===== src/rtl/threeway_pkg.sv =====
// Shared types, constants and round primitives for the 3-Way cipher datapath.
// Word order: word0 = [31:0], word1 = [63:32], word2 = [95:64].
package threeway_pkg;

  typedef logic [31:0] word_t;
  typedef logic [95:0] block_t;

  localparam logic [16:0] ERCON_INIT = 17'h00B0B;
  localparam logic [16:0] DRCON_INIT = 17'h0B1B1;
  localparam logic [16:0] RC_POLY    = 17'h11011;

  // One output word of theta; a is the word's own input, b and c the next two cyclically.
  function automatic word_t theta_word(input word_t a, input word_t b, input word_t c);
    return a ^ (a >> 16) ^ (b << 16) ^ (b >> 16) ^ (c << 16) ^ (b >> 24) ^ (c << 8) ^
           (c >> 8) ^ (a << 24) ^ (c >> 16) ^ (a << 16) ^ (c >> 24) ^ (a << 8);
  endfunction

  function automatic block_t theta(input block_t s);
    return {theta_word(s[95:64], s[31:0],  s[63:32]),
            theta_word(s[63:32], s[95:64], s[31:0]),
            theta_word(s[31:0],  s[63:32], s[95:64])};
  endfunction

  function automatic block_t pi1(input block_t s);
    return {s[94:64], s[95], s[63:32], s[9:0], s[31:10]};
  endfunction

  function automatic block_t pi2(input block_t s);
    return {s[73:64], s[95:74], s[63:32], s[30:0], s[31]};
  endfunction

  function automatic block_t gamma(input block_t s);
    word_t a0, a1, a2;
    a0 = s[31:0];
    a1 = s[63:32];
    a2 = s[95:64];
    return {a2 ^ (a0 | ~a1), a1 ^ (a2 | ~a0), a0 ^ (a1 | ~a2)};
  endfunction

  function automatic word_t rev32(input word_t w);
    word_t r;
    for (int i = 0; i < 32; i++) r[i] = w[31-i];
    return r;
  endfunction

  function automatic block_t mu(input block_t s);
    return {rev32(s[31:0]), rev32(s[63:32]), rev32(s[95:64])};
  endfunction

  // Next round constant; RC_POLY also clears bit 16, so rc never exceeds 16 bits.
  function automatic logic [16:0] rndcon(input logic [16:0] rc);
    logic [16:0] s;
    s = {rc[15:0], 1'b0};
    if (s[16]) s = s ^ RC_POLY;
    return s;
  endfunction

endpackage


===== src/rtl/threeway_if.sv =====
// Block-in / result-out handshake bundle of the 3-Way engine.
interface threeway_if;
  import threeway_pkg::*;

  logic   in_valid;
  logic   in_ready;
  block_t in_block;
  block_t in_key;
  logic   in_decrypt;
  logic   out_valid;
  logic   out_ready;
  block_t out_block;

  modport master (output in_valid, in_block, in_key, in_decrypt, out_ready,
                  input  in_ready, out_valid, out_block);
  modport slave  (input  in_valid, in_block, in_key, in_decrypt, out_ready,
                  output in_ready, out_valid, out_block);
endinterface


===== src/rtl/threeway_round.sv =====
// Combinational round-key/constant add followed by rho = pi2(gamma(pi1(theta(.)))).
module threeway_round
  import threeway_pkg::*;
(
  input  block_t      state_i,
  input  block_t      key_i,
  input  logic [16:0] rc_i,
  output block_t      ka_o,
  output block_t      rho_o
);

  // rc enters word2 zero-extended and word0 shifted up 16 (truncated to 32 bits).
  assign ka_o  = state_i ^ key_i ^ {15'b0, rc_i, 32'b0, rc_i[15:0], 16'b0};
  assign rho_o = pi2(gamma(pi1(theta(ka_o))));

endmodule


===== src/rtl/threeway_core.sv =====
// Iterative 3-Way engine, one rho round per clock. Decryption support is built
// only when THREEWAY_DECRYPT_EN is defined; otherwise in_decrypt is ignored.
module threeway_core #(
  parameter int unsigned NROUNDS = 11
) (
  input logic       clk,
  input logic       rst_n,
  threeway_if.slave bus
);
  import threeway_pkg::*;

  localparam logic [1:0] S_IDLE = 2'd0;
  localparam logic [1:0] S_RUN  = 2'd1;
  localparam logic [1:0] S_DONE = 2'd2;
  localparam logic [3:0] LAST_RND = 4'(NROUNDS);

  logic [1:0]  fsm_q, fsm_d;
  block_t      state_q, state_d;
  block_t      key_q, key_d;
  logic [16:0] rc_q, rc_d;
  logic [3:0]  cnt_q, cnt_d;

  block_t      ka, rho;
  block_t      load_block, load_key, final_block;
  logic [16:0] load_rc;

  threeway_round u_round (
    .state_i (state_q),
    .key_i   (key_q),
    .rc_i    (rc_q),
    .ka_o    (ka),
    .rho_o   (rho)
  );

`ifdef THREEWAY_DECRYPT_EN
  logic dec_q, dec_d;

  // Decryption runs the same rounds with the inverse key mu(theta(k)) and mu on both ends.
  always_comb begin
    load_block  = bus.in_decrypt ? mu(bus.in_block) : bus.in_block;
    load_key    = bus.in_decrypt ? mu(theta(bus.in_key)) : bus.in_key;
    load_rc     = bus.in_decrypt ? DRCON_INIT : ERCON_INIT;
    final_block = dec_q ? mu(theta(ka)) : theta(ka);
  end

  assign dec_d = (fsm_q == S_IDLE && bus.in_valid) ? bus.in_decrypt : dec_q;

  always_ff @(posedge clk or negedge rst_n) begin
    if (!rst_n) dec_q <= 1'b0;
    else        dec_q <= dec_d;
  end
`else
  logic unused_decrypt;
  assign unused_decrypt = bus.in_decrypt;
  assign load_block     = bus.in_block;
  assign load_key       = bus.in_key;
  assign load_rc        = ERCON_INIT;
  assign final_block    = theta(ka);
`endif

  // NOTE: every always_comb output gets its hold value first, so no path can infer a latch.
  always_comb begin
    fsm_d   = fsm_q;
    state_d = state_q;
    key_d   = key_q;
    rc_d    = rc_q;
    cnt_d   = cnt_q;
    case (fsm_q)
      S_IDLE: if (bus.in_valid) begin
        state_d = load_block;
        key_d   = load_key;
        rc_d    = load_rc;
        cnt_d   = 4'd0;
        fsm_d   = S_RUN;
      end
      S_RUN: if (cnt_q == LAST_RND) begin
        state_d = final_block;
        fsm_d   = S_DONE;
      end else begin
        state_d = rho;
        rc_d    = rndcon(rc_q);
        cnt_d   = cnt_q + 4'd1;
      end
      S_DONE: if (bus.out_ready) fsm_d = S_IDLE;
      default: fsm_d = S_IDLE;
    endcase
  end

  // NOTE: state registers use non-blocking assignments so all of them update from pre-edge values.
  always_ff @(posedge clk or negedge rst_n) begin
    if (!rst_n) begin
      fsm_q   <= S_IDLE;
      state_q <= '0;
      key_q   <= '0;
      rc_q    <= '0;
      cnt_q   <= '0;
    end else begin
      fsm_q   <= fsm_d;
      state_q <= state_d;
      key_q   <= key_d;
      rc_q    <= rc_d;
      cnt_q   <= cnt_d;
    end
  end

  assign bus.in_ready  = (fsm_q == S_IDLE);
  assign bus.out_valid = (fsm_q == S_DONE);
  assign bus.out_block = state_q;

endmodule


===== src/flat_wrapper.sv =====
// flat-port wrapper written by rule: the top's interface ports become plain ports
module threeway_core_flat import threeway_pkg::*;
#(
  parameter int unsigned NROUNDS = 11
)
  (clk, rst_n, bus_in_valid, bus_in_block, bus_in_key, bus_in_decrypt, bus_out_ready, bus_in_ready, bus_out_valid, bus_out_block);
  threeway_if bus_i ();
  input logic clk;
  input logic rst_n;
  input wire logic [$bits(bus_i.in_valid)-1:0] bus_in_valid;
  input wire logic [$bits(bus_i.in_block)-1:0] bus_in_block;
  input wire logic [$bits(bus_i.in_key)-1:0] bus_in_key;
  input wire logic [$bits(bus_i.in_decrypt)-1:0] bus_in_decrypt;
  input wire logic [$bits(bus_i.out_ready)-1:0] bus_out_ready;
  output wire logic [$bits(bus_i.in_ready)-1:0] bus_in_ready;
  output wire logic [$bits(bus_i.out_valid)-1:0] bus_out_valid;
  output wire logic [$bits(bus_i.out_block)-1:0] bus_out_block;
  assign bus_i.in_valid = bus_in_valid;
  assign bus_i.in_block = bus_in_block;
  assign bus_i.in_key = bus_in_key;
  assign bus_i.in_decrypt = bus_in_decrypt;
  assign bus_i.out_ready = bus_out_ready;
  assign bus_in_ready = bus_i.in_ready;
  assign bus_out_valid = bus_i.out_valid;
  assign bus_out_block = bus_i.out_block;
  threeway_core #(.NROUNDS(NROUNDS)) u_core (.clk(clk), .rst_n(rst_n), .bus(bus_i));
endmodule

===== config.mk =====
export PLATFORM = sky130hd
export DESIGN_NAME = threeway_core_flat
export DESIGN_NICKNAME = d
export VERILOG_FILES = /design/src/rtl/threeway_pkg.sv /design/src/rtl/threeway_if.sv /design/src/rtl/threeway_round.sv /design/src/rtl/threeway_core.sv /design/src/flat_wrapper.sv
export SDC_FILE = /design/constraint.sdc
export NUM_CORES = 1
export LEC_CHECK = 0
export BUFFER_PORTS_ARGS = -buffer_cell sky130_fd_sc_hd__clkbuf_2
export CORE_UTILIZATION = 50
export DETAILED_ROUTE_END_ITERATION = 8
export HOLD_SLACK_MARGIN = 0.08
export MAX_ROUTING_LAYER = met4
export PLACE_DENSITY = 0.74
export SETUP_SLACK_MARGIN = 0.02
export SLEW_MARGIN = 20
export SYNTH_ARGS = -nofsm -noshare
export SYNTH_HDL_FRONTEND = slang
export SYNTH_SLANG_ARGS = --single-unit

===== constraint.sdc =====
create_clock -name clk -period 5.36 [get_ports clk]
set_clock_uncertainty 0.15 [all_clocks]
set_input_delay 0.536 -clock clk [delete_from_list [all_inputs] [get_ports clk]]
set_output_delay 0.536 -clock clk [all_outputs]
set_load 0.01 [all_outputs]

==> impl_metrics.json <==
{
  "clock_latency_ps": 550,
  "synth_top_family_by_area": "XOR/XNOR gates",
  "reg2reg_to": "u_core.bus.out_block[83]",
  "initial_core_util_pct": 51.0,
  "cts_max_path_buffers": 3,
  "synth-xor-area-share_pct": 38.6,
  "worstSetupEndpointType": "flip-flop",
  "synth_area_leaders": "dfrtp_1, xnor2_1, nand2_1, xnor3_1, xor2_1",
  "ys.flop_type": "dfrtp_1",
  "h-tree-depth": 1,
  "post_drt_via_cell_ratio": 5.48,
  "drtPass1Iterations": 5,
  "finalCritPeriodShare_pct": 62.5,
  "fmax_mhz": 298,
  "dp_hpwl_mm": 41.3,
  "crit_start": "u_core.fsm_q[0]",
  "dieHeight_um": 182,
  "cp-start-kind": "flip-flop",
  "synth_top_cell_by_area": "dfrtp_1",
  "nets": 2310,
  "worstPathArrival_ps": 3640,
  "slew_viol_final": 0,
  "status": "completed",
  "rsz0062_at_grt": "no",
  "wirelength_mm": 55.6,
  "ys_warn_count": 0,
  "ff2ff_path_depth": 7,
  "tightest_slew_ps": 1140,
  "setup_tns_ps": 0,
  "grt_pass1_wl_mm": 84.3,
  "hold_viol_final": 0,
  "post-route-drc-count": 0,
  "synth_edf_count": 0,
  "cap_viol_max_count": 0,
  "cts_tree": "done",
  "criticalPathCategory": "reg -> reg",
  "drt_iter0_markers": 1177,
  "syn-mean-instance-area_um2": 9.14,
  "synth_compound_area_share_pct": 8.29,
  "cts_resized": 0,
  "synthCells": 1767,
  "syn_area_um2": 16100,
  "n_antenna_cell": 0,
  "grt_pass1_vias": 14000,
  "worst_slack_ps": 2010,
  "die_w_um": 182,
  "layoutNonFillerInstCount": 2530,
  "num_vias": 13900,
  "gp_congestion": 1.04,
  "core_area_um2": 31600,
  "slew-limit-headroom_pct": 24.0,
  "grt_antenna_before_repair": 0,
  "holdCritPathClass": "in -> reg",
  "cts_setup_buffers": 0,
  "overflow": 0,
  "synth_seq_cells": 214,
  "root_buffer": "clkbuf_16",
  "async_reset_ff_share_pct": 100,
  "timing.rr.start": "u_core.fsm_q[0]",
  "placed_cells": 2392,
  "dieArea_um2": 33000,
  "yosysTopAreaCellShare_pct": 33.2,
  "clkSinkCount": 214,
  "area_growth_pct": 22.4,
  "drive_gt1_share_pct": 18.1,
  "postLayoutCoreUtil_pct": 62.5,
  "endpoint": "u_core.bus.out_block[83]",
  "dpl_worst_slack_ps": 2120,
  "clkTransAtPathRegs_ps": 60,
  "io_pins": 295,
  "min_period_ps": 3350,
  "seq_area_frac_synth_pct": 33.2,
  "nFillCells": 2693,
  "yosys.area_share.simple_pct": 17.2,
  "grt_max_degree": 124,
  "portBuffers": 293,
  "track_usage_pct": 35.0,
  "ff2ff_setup_slack_ps": 2010,
  "path_max_fanout": 68,
  "setup_violations": 0,
  "synth_fp_nets": 1965,
  "synthMuxAreaShare_pct": 0.434,
  "numCtsBuffers": 27,
  "synth_fa_ha_area_share_pct": 0.0775,
  "fp-row-count": 65,
  "ant_nets": 0,
  "synth.distinct_cells": 46,
  "crit_required_ps": 5650,
  "wire_per_inst_um": 22.0
}
-- how the worst min path moves through the flow --
stage,from,end,cells after the start
after global placement,u_core.key_q[17],u_core.key_q[17],2
after global routing,bus_in_key[14],u_core.key_q[14],3
after CTS,bus_in_block[87],u_core.bus.out_block[87],3
after floorplan,rst_n,u_core.bus.out_block[0],0
final,bus_in_block[87],u_core.bus.out_block[87],3
after detailed placement,u_core.key_q[56],u_core.key_q[56],2
-- Yosys cell counts, types with 10 or more instances --
library cell    n
a21oi_1        48
clkbuf_1       75
dfrtp_1       214
inv_1          10
nand2_1       555
nand3_1        55
nor2_1         40
nor2b_1        26
o211ai_1       33
o21ai_0        98
xnor2_1       304
xnor2_2        13
xnor3_1        80
xor2_1        117
xor3_1         11
-- sequential cells by signal (all words and copies together), names as in the netlist --
register and cells:
u_core.cnt_q 4, u_core.key_q 96, u_core.bus.out_block 96, u_core.rc_q 16, u_core.fsm_q 2
-- layout by cell type, fill, tap and decap left out, types with 3 or more instances in the layout --
cell type | Yosys | routed
a21oi_1 | 48 | 48
a221oi_1 | 6 | 6
a31o_2 | 3 | 3
buf_12 | 0 | 3
buf_4 | 1 | 11
clkbuf_1 | 75 | 4
clkbuf_16 | 0 | 27
clkbuf_2 | 0 | 292
clkbuf_8 | 0 | 9
clkinv_2 | 0 | 4
dfrtp_1 | 214 | 214
dlygate4sd3_1 | 0 | 93
inv_1 | 10 | 10
mux2i_1 | 7 | 7
nand2_1 | 555 | 552
nand2b_1 | 5 | 5
nand3_1 | 55 | 55
nor2_1 | 40 | 39
nor2b_1 | 26 | 25
o211ai_1 | 33 | 33
o21ai_0 | 98 | 98
o21ai_1 | 3 | 3
o221a_2 | 3 | 3
o221ai_1 | 7 | 7
o22a_1 | 5 | 5
o31ai_1 | 3 | 3
or3_1 | 4 | 4
xnor2_1 | 304 | 304
xnor2_2 | 13 | 13
xnor2_4 | 3 | 3
xnor3_1 | 80 | 80
xnor3_2 | 8 | 8
xor2_1 | 117 | 117
xor3_1 | 11 | 11
-- per-layer routing --
layer  vias to the layer above  part of all wire [%]  GRT usage [%]
li1                       6438                     -              -
met1                      6725                    42           45.7
met5                         -                     0              -
met2                       595                    47           55.4
met3                       105                   6.5           4.75
met4                         0                   4.5           13.8
-- repair_timing --
action / 4_1_cts / 5_1_grt
hold buffers: 93 / 0
hold endpoints to repair: 213 / 0
setup endpoints to repair: 0 / 0
-- metrics by stage --
stage	cell area, um^2	hold WS [ps]
after floorplan	16100	90.4
after global placement	18000	321
after detailed placement	18000	334
after CTS	19800	93.3
after global routing	19800	112
final	19800	114
-- layout make-up --
class / count / area (um^2) / share of cell area [%]
Clock buffer: 40 / 815 / 4.12
Inverter: 10 / 37.5 / 0.190
Multi-Input combinational cell: 1459 / 10500 / 52.9
Sequential cell: 214 / 5360 / 27.1
Tap cell: 402 / 503 / 2.54
Clock inverter: 5 / 50.0 / 0.253
Timing Repair Buffer: 400 / 2550 / 12.9
-- worst max-delay path, cell delays in order (launching register included) --
cell and delay, ps:
dfrtp_1 980, nor2_1 320, nand2_4 730, buf_12 360, nand2_1 80, and3_1 190, a211oi_1 210, o21bai_1 140
-- cells by family after synthesis --
| kind of cell | count (synthesis) |
|---|---|
| mux | 7 |
| flops | 214 |
| buf+inv | 94 |
| simple gates | 693 |
| compound gates | 222 |
| xor+xnor | 536 |
| fa+ha+maj | 1 |
Power is left out: the tool's default activity adds up to more than one toggle a clock period on the data nets, which glitch-free logic cannot reach.
